`config.mk`:
```
export PLATFORM = sky130hd
export DESIGN_NAME = dff_write_arbiter
export DESIGN_NICKNAME = d
export VERILOG_FILES = /design/src/rtl/dff_write_arbiter.sv
export SDC_FILE = /design/constraint.sdc
export NUM_CORES = 1
export LEC_CHECK = 0
export BUFFER_PORTS_ARGS = -buffer_cell sky130_fd_sc_hd__buf_2
export CAP_MARGIN = 0
export CORE_MARGIN = 2
export CORE_UTILIZATION = 51
export CTS_BUF_LIST = sky130_fd_sc_hd__clkbuf_2
export DETAILED_ROUTE_END_ITERATION = 12
export PLACE_DENSITY = 0.95
export SLEW_MARGIN = 20
export SYNTH_ARGS = -nofsm -noshare
export SYNTH_HDL_FRONTEND = slang
export SYNTH_SLANG_ARGS = --single-unit
```
`constraint.sdc`:
```
create_clock -name clk -period 2.38 [get_ports clk]
set_input_delay 0.476 -clock clk [delete_from_list [all_inputs] [get_ports clk]]
set_output_delay 0.476 -clock clk [all_outputs]
set_load 0.1 [all_outputs]
```
`src/rtl/dff_write_arbiter.sv`:
```
// Four-way round-robin arbiter guarding a shared W-bit D register.
// A winner is picked in IDLE, its data lands on the GRANT-exit edge, and
// the grant is held in DONE until the winner drops its request.
module dff_write_arbiter #(
  parameter int W = 8,
  parameter int N = 4
) (
  input  logic           clk,
  input  logic           rst,
  input  logic [N-1:0]   req,
  input  logic [N*W-1:0] wdata,
  output logic [N-1:0]   gnt,
  output logic [W-1:0]   Q,
  output logic [W-1:0]   Qbar,
  output logic           busy,
  output logic [1:0]     last_id,
  output logic [7:0]     wr_count
);

  typedef enum logic [1:0] {IDLE, GRANT, DONE} state_t;

  state_t       r_state, w_state_nxt;
  logic [1:0]   r_ptr, r_w, w_win;
  logic [N-1:0] r_gnt;
  logic [W-1:0] r_q;
  logic [1:0]   r_last;
  logic [7:0]   r_cnt;
  logic         w_any, w_grant, w_land, w_release;

  // First set request searching upward from ptr, wrapping 3 -> 0
  always_comb begin
    w_any = 1'b0;
    w_win = r_ptr;
    for (int i = 0; i < N; i++) begin
      if (!w_any && req[r_ptr + 2'(i)]) begin
        w_any = 1'b1;
        w_win = r_ptr + 2'(i);
      end
    end
  end

  // State register; reset aborts any in-flight transaction
  always_ff @(posedge clk or posedge rst) begin
    if (rst) r_state <= IDLE;
    else     r_state <= w_state_nxt;
  end

  // Next-state and datapath strobes
  always_comb begin
    w_state_nxt = r_state;
    w_grant     = 1'b0;
    w_land      = 1'b0;
    w_release   = 1'b0;
    case (r_state)
      IDLE: if (w_any) begin
        w_grant     = 1'b1;
        w_state_nxt = GRANT;
      end
      // Write always completes, even if the winner already let go
      GRANT: begin
        w_land      = 1'b1;
        w_state_nxt = DONE;
      end
      // Only the winner's request matters until IDLE is re-entered
      DONE: if (!req[r_w]) begin
        w_release   = 1'b1;
        w_state_nxt = IDLE;
      end
      default: w_state_nxt = IDLE;
    endcase
  end

  // Grant, pointer, shared register and bookkeeping
  always_ff @(posedge clk or posedge rst) begin
    if (rst) begin
      r_gnt  <= '0;
      r_ptr  <= 2'd0;
      r_w    <= 2'd0;
      r_q    <= '0;
      r_last <= 2'd0;
      r_cnt  <= 8'd0;
    end else begin
      if (w_grant) begin
        r_gnt <= N'(1) << w_win;
        r_w   <= w_win;
      end
      if (w_land) begin
        r_q    <= wdata[r_w*W +: W];
        r_last <= r_w;
        r_cnt  <= r_cnt + 8'd1;
      end
      if (w_release) begin
        r_gnt <= '0;
        r_ptr <= r_w + 2'd1;
      end
    end
  end

  assign gnt      = r_gnt;
  assign Q        = r_q;
  assign Qbar     = ~r_q;
  assign busy     = (r_state != IDLE);
  assign last_id  = r_last;
  assign wr_count = r_cnt;

endmodule
```
==> impl_results.md <==
* Root buffer cell: clkbuf_2
* Final ANT Viol Nets at 0
* Syn nets at 167
* Gpl congestion at 0.7773
* Max stage delay cell, worst path: dfrtp_1
* Nets@finish at 237
* Maximum root-to-sink buffer count at 2
* Fmax achieved at 0.5061 GHz
* Synth Area in Compound Gates at 0.1151
* Worst R2R Start: r_w[1]$_DFFE_PP0P_
* GR Util All Layers at 0.2136
* Setup Skew at 0.01073 ns
* Pre-CTS setup slack at 0.4521 ns
* Setup-failing EPs final at 0
* RR Endpoint: r_ptr[0]$_DFFE_PP0N_
* Max-cap violations at 0
* Post-route setup TNS at 0 ns
* Final Routed Wirelength at 3.179 mm
* Setup slack after layout at 0.4043 ns
* PortBufs at 68
* Die ar. at 3323 sq um
* Status: complete, no violations
* Worst rel slew slack at 0.5522
* Avg Vias per Cell at 5.162
* Synth warn at 0
* Io pins at 69
* Maximum fanout along the worst path at 3
* Inserted Diodes at 0
* Initial DRC count at 44
* Total setup buffers inserted after CTS at 0
* CTS tree: yes
* Final HPWL DP at 2.491 mm
* DRC at 0
* Post-CTS Resized at 0
* Hold WS at 0.1215 ns
* Worst path max stage delay at 0.46 ns
* Critical path data arrival time at 1.50 ns
* Pin count of the biggest net entering global routing at 29
* # H-tree levels at 1
* Vias in the first global route at 1230
* Sequential element share of the synthesized area at 0.4774
* Clock latency on the worst-skew pair at 0.36 ns
* Initial Util at 0.5368
* CTS Buf Count at 3
* Worst Path Required at 1.90 ns
* Initial antenna violation count at 0
* Period utilisation layout at 0.8301
* Worst setup SP type: flip-flop
* Xor/xnor cell area share of the yosys netlist at 0.04774
* Worst setup endpoint: busy
* Clock-pin slew on the worst setup and hold paths at 0.26 ns
* Die X at 57.65 um
* Worst slew pin tran at 0.6694 ns
* GRT overflow at 0
* Flops & latches, synth at 28
* Setup crit end kind: output pin
* Area Growth Syn to Fin at 28.56%
* Total clock sinks at 28
* Stages on worst setup path at 3
* Critical path class: reg -> out
* Worst reg2reg path depth at 3
* Main combinational cell family by area after synthesis: multiplexers
* Syn Inst Count at 128
* Post-synth cell types at 34
* Portion of netlist area occupied by mux cells at 0.1807
* First-pass GRT wire length at 5.395 mm
* Syn avg cell area at 11.47 sq um
* CP Cell Sequence: nor2_1 > inv_1 > buf_2
* Buf+Inv Stages, Crit Path at 2
* Top delay family on crit path: flip-flops
* Min Tclk post-route at 1.976 ns
* Share of post-route cells with drive strength above 1 at 0.4670
* Slew Limit Fails at 0
* Wire length per cell at 13.94 um
* Std-Cell Rows at 19
* Min-Delay Path Class: in -> async
* DRT Pass-1 Iters at 4
* Die Ht at 57.65 um
* Core outline area at 2734 sq um
* CP startpoint: r_state[1]$_DFFE_PP0P_
* R2R setup slack at 0.62 ns
* RSZ-0062 raised after global routing: false
* CTS hold repair buffers at 0
* Synth Cell Area at 1468 sq um
* Via count at 1177
* Post-Synth Adder-Cell Area at 0.008525
* Final number of hold-violating endpoints at 0
* Post-Synth Simple-Gate Area at 0.1074
[flip-flops by register name (all words and copies together) (netlist names)]
register and cells:
Q 8, wr_count 8, gnt 4, last_id 2, r_ptr 2, r_state 2, r_w 2
[final cells by class]
type	instances	area (sq um)
inverters	14	55.05
repair buffers	72	370.4
flip-flops and latches	28	700.7
clock buffers	3	15.01
clock inverters	1	30.03
fillers	213	847.1
multi-input cells	79	676.9
well taps	31	38.79
[cells in the mapped netlist]
cell,instances,area (sq um)
o21ai_0,10,50.05
o41ai_4,1,27.53
a22o_1,1,8.760
xnor2_1,5,43.79
buf_1,1,3.750
o32a_1,1,10.01
clkbuf_1,2,7.510
o32ai_1,1,8.760
ha_1,1,12.51
a21oi_1,3,15.01
dfrtp_1,28,700.7
o22ai_2,1,12.51
inv_1,13,48.80
mux2i_1,1,10.01
buf_6,1,11.26
o22ai_1,2,12.51
and3_1,1,6.260
mux4_1,1,26.28
nand2_1,16,60.06
a21o_1,1,7.510
nand4_1,2,12.51
nor2_1,3,11.26
nand3_1,3,15.01
nor2b_1,4,25.02
mux2_2,3,33.78
nand2b_1,3,18.77
buf_2,3,15.01
mux2_4,1,15.01
and4_1,1,8.760
xor2_1,3,26.28
a22oi_1,1,7.510
o221ai_1,1,8.760
inv_4,1,6.260
mux4_2,8,180.2
[placed cells by master (no fill, tap or decap)]
master     instances
inv_4              1
o32ai_1            1
nand4_1            2
xor2_1             3
ha_1               1
o22ai_1            2
mux4_1             1
buf_2             68
a22oi_1            1
o22ai_2            1
inv_1             13
buf_4              4
a21o_1             1
dfrtp_1           28
a22o_1             1
nand2b_1           3
o21ai_0           10
and3_1             1
bufinv_16          1
clkbuf_2           3
nor2b_2            1
o221ai_1           1
mux2i_1            1
xnor2_1            5
o41ai_4            1
mux2_2             3
nor2b_1            3
mux2_4             1
nand3_1            3
nand2_1           16
a21oi_1            3
nor2_1             3
mux4_2             8
o32a_1             1
and4_1             1
[worst min-delay path by stage]
| stage | end | slack [ns] | cells past startpoint |
|---|---|---|---|
| floorplan | Q[0]$_DFFE_PP0N_ | 0.54 | 1 |
| global placement | wr_count[7]$_DFFE_PP0N_ | 0.46 | 1 |
| finish | Q[2]$_DFFE_PP0N_ | 0.12 | 3 |
| CTS | r_ptr[1]$_DFFE_PP0N_ | 0.11 | 3 |
| global route | r_w[1]$_DFFE_PP0P_ | 0.09 | 3 |
| detailed placement | wr_count[7]$_DFFE_PP0N_ | 0.46 | 1 |
[logic make-up (layout without fill, tap and decap cells)]
family / after synthesis / count (layout)
fa+ha+maj: 1 / 1
xor+xnor: 8 / 8
mux: 14 / 14
simple gates: 33 / 33
flops: 28 / 28
buf+inv: 21 / 90
compound gates: 23 / 23
[routing by layer]
metal | routed length, um | global-route usage | vias to the layer above
met2 | 1723 | 0.3880 | 37
met4 | 0 | 0.04983 | 0
met3 | 200 | 0.04018 | 0
met5 | 0 | 0 | -
li1 | - | - | 581
met1 | 1255 | 0.2632 | 559
[worst reg2reg max path, delay by kind of cell, from the launching register on]
| kind | cells | cell delay, ns |
|---|---|---|
| muxes | 2 | 0.83 |
| and+or+nand+nor | 1 | 0.45 |
| DFF | 1 | 0.46 |
[metrics by stage]
step,cells,util,cell area [sq um]
2_1_floorplan,128,-,1468
3_3_place_gp,224,0.6737,1842
3_5_place_dp,224,0.6737,1842
4_1_cts,228,0.6902,1887
5_1_grt,228,0.6902,1887
6_report,228,0.6902,1887
Power is not shown: default switching activity piles up to over one toggle a cycle in this logic, so the estimate is an artifact.
